File: config.mk
export PLATFORM = sky130hd
export DESIGN_NAME = weight_tile_sched
export DESIGN_NICKNAME = d
export VERILOG_FILES = /design/src/rtl/weight_tile_sched.sv
export SDC_FILE = /design/constraint.sdc
export NUM_CORES = 1
export LEC_CHECK = 0
export CORE_ASPECT_RATIO = 0.6
export CORE_MARGIN = 2
export CORE_UTILIZATION = 26
export DETAILED_ROUTE_END_ITERATION = 8
export HOLD_SLACK_MARGIN = 0.12
export PLACE_DENSITY_LB_ADDON = 0.25
export SLEW_MARGIN = 15
export SYNTH_ARGS = -nofsm -noshare
export SYNTH_HDL_FRONTEND = slang
export SYNTH_SLANG_ARGS = --single-unit
File: constraint.sdc
create_clock -name clk -period 3.95 [get_ports clk]
set_input_delay 0.395 -clock clk [delete_from_list [all_inputs] [get_ports clk]]
set_output_delay 0.395 -clock clk [all_outputs]
set_load 0.005 [all_outputs]
File: src/rtl/weight_tile_sched.sv
// weight_tile_sched
//   Walks the (output-channel, input-channel) tiles of one convolution layer.
//   For every tile it enables the weight memory controller with a start row,
//   gives it a fixed load window, then hands the tile to the PE array through
//   a compute_start / compute_done handshake. n (input tiles) is the inner
//   loop, m (output tiles) the outer loop.
//
// Ports
//   clk, rst_n        clock (rising edge), asynchronous active-low reset
//   start             one-cycle layer request, honoured only when idle
//   abort             synchronous abort back to idle, highest priority
//   cfg_base_addr     first weight-memory row of the layer
//   cfg_n_tiles       input-channel tiles per output tile
//   cfg_m_tiles       output-channel tiles
//   compute_done      PE array finished the current tile
//   wload_state       enable to the weight memory controller
//   wload_init_addr   start row of the current tile
//   wload_amount      rows per tile (constant TILE_ROWS)
//   compute_start     one-cycle pulse, weights are stable
//   acc_first         current tile is the first input tile (n == 0)
//   acc_last          current tile is the last input tile
//   busy              high whenever not idle
//   layer_done        one-cycle pulse when the layer completes
//
// Build option
//   WEIGHT_TILE_SCHED_ACC_FLAGS_EN: when defined, acc_first/acc_last are
//   driven (updated together with compute_start); otherwise tied to 0.

module weight_tile_sched #(
  parameter int Tn        = 4,
  parameter int Tm        = 8,
  parameter int LOAD_WAIT = 40   // must be >= Tn*Tm + 4
) (
  input  logic       clk,
  input  logic       rst_n,
  input  logic       start,
  input  logic       abort,
  input  logic [9:0] cfg_base_addr,
  input  logic [7:0] cfg_n_tiles,
  input  logic [7:0] cfg_m_tiles,
  input  logic       compute_done,
  output logic       wload_state,
  output logic [9:0] wload_init_addr,
  output logic [9:0] wload_amount,
  output logic       compute_start,
  output logic       acc_first,
  output logic       acc_last,
  output logic       busy,
  output logic       layer_done
);

  localparam int TILE_ROWS = Tn * Tm;
  localparam int TW        = $clog2(LOAD_WAIT);

  typedef enum logic [2:0] {IDLE, LOAD, COMPUTE, NEXT, DONE} state_t;

  state_t        state_reg, state_next;
  logic [TW-1:0] timer_reg, timer_next;
  logic [7:0]    n_idx_reg, n_idx_next;
  logic [7:0]    m_idx_reg, m_idx_next;
  logic [7:0]    n_tiles_reg, n_tiles_next;
  logic [7:0]    m_tiles_reg, m_tiles_next;
  logic [9:0]    addr_reg, addr_next;
  logic          empty_reg, empty_next;
  logic          cs_next;

  always_comb begin
    state_next   = state_reg;
    timer_next   = '0;
    n_idx_next   = n_idx_reg;
    m_idx_next   = m_idx_reg;
    n_tiles_next = n_tiles_reg;
    m_tiles_next = m_tiles_reg;
    addr_next    = addr_reg;
    empty_next   = empty_reg;

    if (abort) begin
      state_next = IDLE;
    end else begin
      case (state_reg)
        IDLE: begin
          if (start) begin
            n_tiles_next = cfg_n_tiles;
            m_tiles_next = cfg_m_tiles;
            n_idx_next   = '0;
            m_idx_next   = '0;
            addr_next    = cfg_base_addr;
            empty_next   = (cfg_n_tiles == 8'd0) || (cfg_m_tiles == 8'd0);
            // An empty layer still spends one NEXT cycle (loader disabled)
            // so layer_done keeps a fixed two-cycle latency from start.
            state_next   = empty_next ? NEXT : LOAD;
          end
        end
        LOAD: begin
          if (timer_reg == TW'(LOAD_WAIT - 1)) begin
            state_next = COMPUTE;
          end else begin
            timer_next = timer_reg + TW'(1);
          end
        end
        COMPUTE: begin
          if (compute_done) begin
            state_next = NEXT;
          end
        end
        NEXT: begin
          addr_next = addr_reg + 10'(TILE_ROWS);
          if (empty_reg) begin
            state_next = DONE;
          end else if (n_idx_reg < n_tiles_reg - 8'd1) begin
            n_idx_next = n_idx_reg + 8'd1;
            state_next = LOAD;
          end else if (m_idx_reg < m_tiles_reg - 8'd1) begin
            n_idx_next = '0;
            m_idx_next = m_idx_reg + 8'd1;
            state_next = LOAD;
          end else begin
            state_next = DONE;
          end
        end
        DONE:    state_next = IDLE;
        default: state_next = IDLE;
      endcase
    end
  end

  // Pulse exactly on the LOAD -> COMPUTE transition (abort forces IDLE).
  assign cs_next = (state_reg == LOAD) && (state_next == COMPUTE);

  always_ff @(posedge clk or negedge rst_n) begin
    if (!rst_n) begin
      state_reg     <= IDLE;
      timer_reg     <= '0;
      n_idx_reg     <= '0;
      m_idx_reg     <= '0;
      n_tiles_reg   <= '0;
      m_tiles_reg   <= '0;
      addr_reg      <= '0;
      empty_reg     <= 1'b0;
      wload_state   <= 1'b0;
      compute_start <= 1'b0;
      busy          <= 1'b0;
      layer_done    <= 1'b0;
    end else begin
      state_reg     <= state_next;
      timer_reg     <= timer_next;
      n_idx_reg     <= n_idx_next;
      m_idx_reg     <= m_idx_next;
      n_tiles_reg   <= n_tiles_next;
      m_tiles_reg   <= m_tiles_next;
      addr_reg      <= addr_next;
      empty_reg     <= empty_next;
      // Outputs are registered from the next state so they line up with it.
      wload_state   <= (state_next == LOAD) || (state_next == COMPUTE);
      compute_start <= cs_next;
      busy          <= (state_next != IDLE);
      layer_done    <= (state_next == DONE);
    end
  end

  assign wload_init_addr = addr_reg;
  assign wload_amount    = 10'(TILE_ROWS);

`ifdef WEIGHT_TILE_SCHED_ACC_FLAGS_EN
  // Flags describe the tile being started and hold until the next start.
  always_ff @(posedge clk or negedge rst_n) begin
    if (!rst_n) begin
      acc_first <= 1'b0;
      acc_last  <= 1'b0;
    end else if (cs_next) begin
      acc_first <= (n_idx_reg == 8'd0);
      acc_last  <= (n_idx_reg == n_tiles_reg - 8'd1);
    end
  end
`else
  assign acc_first = 1'b0;
  assign acc_last  = 1'b0;
`endif

endmodule

# Word level (Yosys, flattened, before mapping)
# Index checks and enable logic that the tools add are counted.
# op_classes
eq_ne	12
n_reduce_logical	12
bitwise	1
add_sub_neg	6
n_lt_le_gt_ge	2
n_mux	23
# op_table
cell	n
$mux 8	7
$pmux 8 s2	2
$mux 3	7
$pmux 10 s2	1
$mux 6	3
$add 8x1->8 const B	2
$logic_not 8->1	2
$lt 8x8->1	2
$sub 8x1->8 const B	2
$pmux 3 s4	1
$add 10x6->10 const B	1
$mux 10	1
$eq 3x2->1 const B	3
$ne 2x2->1 const B	4
$add 6x1->6 const B	1
$eq 3x1->1 const B	2
$eq 6x6->1 const B	1
$reduce_and 3->1	2
$reduce_and 6->1	1
$reduce_and 5->1	1
$eq 3x3->1 const B	1
$logic_not 3->1	1
$ne 3x3->1 const B	1
$reduce_bool 3->1	1
5 further kinds	6
# totals
input_bits	31
regBits	56

# Logic depth before layout (Yosys ltp)
# logic_depth
depth_word	9
mapped_depth	13

# Least setup slack after synthesis
# Ideal clock, no wire load.
# synth_timing
path_type	register to register
start	register n_tiles_reg[5]
end	register m_idx_reg[3]
t_arrival_ps	2765
n_path_buf	1
setup_slack_ps	1061
path_stages_with_launch	11
setup_time_ps	124
synth_period_minus_slack_ps	2889
cell_sequence	dfrtp_1 -> or4_1 -> nor4_1 -> xnor2_1 -> ha_1 -> nand2_1 -> a2111oi_4 -> buf_6 -> o2111ai_1 -> o211a_1 -> or2_1
# synth_between
elab_chain_cells	4
# synth_lines
item	line	text
start: declaration	61	logic [7:0] n_tiles_reg, n_tiles_next;
start signal: assignment	149	n_tiles_reg <= n_tiles_next;
$sub 8x1->8	110	end else if (n_idx_reg < n_tiles_reg - 8'd1) begin
$lt 8x8->1	110	
$ne 2x2->1 (no source line)	--	
$reduce_and 6->1 (no source line)	--	
end signal: assignment	148	m_idx_reg <= m_idx_next;
end: declaration	60	logic [7:0] m_idx_reg, m_idx_next;
# No other way between the ends.
# A chain may end at the register's enable or synchronous reset.

# Worst setup path in the final report
# layout_timing
start	register n_tiles_reg[5]
end	register m_idx_reg[0]
# The elaborated chain is that of the path after synthesis.

==> run_results.csv <==
group,metric,value,unit
status,outcome,"finished, final reports clean",
power,vdd.ir_drop.worst,0.145,mV
floorplan,core-area,12800,um^2
floorplan,die-area,14000,um^2
worst_setup_path,worstSetupEndpointType,"flop",
layout,area_growth,21.6,%
yosys,asyncSetResetFlopFracSynth,100,%
clocking,ctsLongestPathBuffers,2,
sta,maxSlewViolCount,0,
yosys,netlist_area,3380,um^2
worst_setup_path,biggest_fanout_along_the_worst_timing_path,8,
layout,final_nets,471,
clocking,postCtsResizedCells,0,
grt,gr-usage-all-layers,12.5,%
worst_setup_path,worst-setup-path-type,"flop to flop",
grt,grt_antenna_before_repair,0,
clocking,postCtsHoldBufs,1,
floorplan,initial_core_utilization,26.5,%
sta,totalNegativeSetupSlack,0,ns
sta,setup-violations-final,0,
routing,routed_wl,8200,um
sta,post-route-period-util,82.6,%
routing,dr_total_vias,2748,
clocking,clock_insertion_delay_worst_skew,0.30,ns
grt,global_route_wire_length_before_repair,13600,um
grt,maximum_number_of_pins_on_one_net_before_global_route_repair,34,
clocking,cts_root_buffer,"sky130_fd_sc_hd__clkbuf_16",
yosys,post_synth.cell_area_avg,8.90,um^2
layout,largest_reg_flops,10,
layout,insertedDiodeCount,0,
floorplan,die_height,92.4,um
routing,viasPerCell,4.65,
yosys,ys.warnings.count,0,
worst_setup_path,critPathRequiredTime,4.13,ns
sta,slew-limit-headroom,50.3,%
flow_run,max_cap_viol_count,0,
placed_design,placement.io_buffers,44,
routing,antenna_violating_nets_remaining,0,
routing,post-route-drc-count,0,
placed_design,post-dp-hpwl,6100,um
yosys,number_of_synthesized_flops_with_an_enable_pin,0,
yosys,postSynthCellCount,380,
clocking,tritoncts,"done",
layout,drive_above_1_share,6.41,%
routing,route.detailed.wl_per_inst,13.9,um
floorplan,design.portCount,57,
yosys,synth_sequential_area_ratio,41.4,%
sta,period_minus_slack,3.26,ns
layout,nFillCells,1311,
yosys,yosysUniqueCellTypes,52,
placed_design,gpl.final_weighted_congestion,0.834,
placed_design,placedCellCount,582,
power,totalPowerFinal,1.51,mW
sta,tightestPinTransition,0.727,ns
sta,hold_viol,0,
power,power.leakage,1.84,nW
routing,drt-pass1-iter-count,4,
worst_setup_path,cp.arrival,3.45,ns
sta,hold-worst-slack,0.483,ns
min_path,hp-class,"flop to flop",
sta,grt_setup_unrepaired,"false",
routing,drt_iter0_markers,170,
yosys,synth_flop_cell,"sky130_fd_sc_hd__dfrtp_1",
layout,final-instance-count-excl-fill,591,
power,power_density,367,nW/um^2
floorplan,placement_rows,32,
clocking,cts_inserted_buffers,5,
grt,grt.overflow.total,0,
clocking,post_cts_setup_buffer_count,0,
clocking,cts.sinks,56,
grt,grt_pass1_vias,2605,
clocking,cts-htree-levels,2,
sta,clock_skew,0.00300,ns
sta,maxClockFrequency,306,MHz
worst_setup_path,critical_path.startpoint_type,"flop",
floorplan,die_width,151,um
yosys,synth.ff_latch_count,56,
clocking,path_clk_slew,0.07,ns
[Yosys cell counts (9+ instances only)]
cell type                 number  area (um^2)
sky130_fd_sc_hd__a21oi_1      18         90.1
sky130_fd_sc_hd__buf_4        13         97.6
sky130_fd_sc_hd__dfrtp_1      56         1400
sky130_fd_sc_hd__ha_1         20          250
sky130_fd_sc_hd__inv_1        20         75.1
sky130_fd_sc_hd__nand2_1      83          312
sky130_fd_sc_hd__nand3_1       9         45.0
sky130_fd_sc_hd__nor2_1       17         63.8
sky130_fd_sc_hd__nor3_1       11         55.1
sky130_fd_sc_hd__nor4_1       13         81.3
sky130_fd_sc_hd__xnor2_1      12          105
[area by class of cell]
cell class / count / area [um^2] / area share (%)
multi-input combinational: 288 / 1780 / 43.3
sequential: 56 / 1400 / 34.1
timing repair buffer: 49 / 475 / 11.6
tap: 170 / 213 / 5.17
clock buffer: 5 / 125 / 3.04
inverter: 20 / 75.1 / 1.82
clock inverter: 3 / 42.5 / 1.03
[final timing paths]
kind / startpoint / end / slack, ns / cells after the start
max: n_tiles_reg[5] / m_idx_reg[0] / 0.69 / 9
min: wload_init_addr[0] / wload_init_addr[0] / 0.48 / 2
max reg2reg: n_tiles_reg[5] / m_idx_reg[0] / 0.69 / 9
min reg2reg: wload_init_addr[0] / wload_init_addr[0] / 0.48 / 2
max in group asynchronous: rst_n / m_tiles_reg[0] / 2.46 / 3
min in group asynchronous: rst_n / wload_init_addr[8] / 0.63 / 2
[critical path: stages, from the launching register on]
cell and delay, ns:
sky130_fd_sc_hd__dfrtp_1 0.40, sky130_fd_sc_hd__or4_1 0.55, sky130_fd_sc_hd__nor4_1 0.27, sky130_fd_sc_hd__xnor2_1 0.13
sky130_fd_sc_hd__ha_1 0.31, sky130_fd_sc_hd__nand2_1 0.13, sky130_fd_sc_hd__o21ai_1 0.56, sky130_fd_sc_hd__o21ai_1 0.19
sky130_fd_sc_hd__o21ai_1 0.26, sky130_fd_sc_hd__mux2_2 0.36
[power breakdown]
| part | switching [mW] | total [mW] | internal [mW] | leakage [nW] |
|---|---|---|---|---|
| combinational | 0.163 | 0.325 | 0.162 | 1.02 |
| clock | 0.211 | 0.509 | 0.298 | 0.0798 |
| sequential | 0.0525 | 0.675 | 0.623 | 0.735 |
[per-layer routing]
| layer | GRT usage [%] | wire (um) | up-vias |
|---|---|---|---|
| met4 | 2.34 | 26 | 0 |
| met2 | 16.9 | 3390 | 33 |
| met5 | 0 | 0 | - |
| met1 | 19.7 | 4500 | 1323 |
| met3 | 3.00 | 288 | 2 |
| li1 | - | - | 1390 |
[cell usage in the layout (no fill, tap or decap), types with 2 or more instances in the layout]
master	n
sky130_fd_sc_hd__nor4b_1	2
sky130_fd_sc_hd__dfrtp_1	56
sky130_fd_sc_hd__nand2_1	83
sky130_fd_sc_hd__o21ai_0	6
sky130_fd_sc_hd__or4_1	5
sky130_fd_sc_hd__conb_1	12
sky130_fd_sc_hd__or2_1	4
sky130_fd_sc_hd__o22ai_1	8
sky130_fd_sc_hd__a21oi_1	18
sky130_fd_sc_hd__a21o_1	3
sky130_fd_sc_hd__o2111ai_1	3
sky130_fd_sc_hd__and3_1	7
sky130_fd_sc_hd__a211oi_1	3
sky130_fd_sc_hd__o211a_1	4
sky130_fd_sc_hd__inv_1	20
sky130_fd_sc_hd__nor2_1	16
sky130_fd_sc_hd__o211ai_2	2
sky130_fd_sc_hd__o211ai_1	5
sky130_fd_sc_hd__nor4_1	13
sky130_fd_sc_hd__o21a_1	2
sky130_fd_sc_hd__nor3_1	11
sky130_fd_sc_hd__mux2i_1	3
sky130_fd_sc_hd__buf_4	4
sky130_fd_sc_hd__a31oi_1	2
sky130_fd_sc_hd__or2_2	4
sky130_fd_sc_hd__xnor2_1	12
sky130_fd_sc_hd__o21ai_1	4
sky130_fd_sc_hd__ha_1	20
sky130_fd_sc_hd__nand3_1	9
sky130_fd_sc_hd__clkdlybuf4s50_1	43
sky130_fd_sc_hd__o31ai_1	4
sky130_fd_sc_hd__xor2_1	4
sky130_fd_sc_hd__clkbuf_16	5
[through the flow]
stage | setup WS [ns] | utilization, % | cell area, um^2
global placement | 0.848 | 30.8 | 3940
floorplan | 1.06 | - | 3420
global route | 0.335 | 32.2 | 4110
detailed placement | 0.747 | 30.8 | 3940
CTS | 0.712 | 32.2 | 4110
finish | 0.686 | 32.2 | 4110
[cell families after synthesis]
logic type | share of synthesized area, %
XOR/XNOR | 4.14
other | 0.222
buffers and inverters | 7.10
adder cells (fa/ha/maj) | 7.40
AO/OA/AOI/OAI | 16.1
AND/OR/NAND/NOR | 22.4
flip-flops | 41.4
multiplexers | 1.22
(Power assumes the default switching activity.)
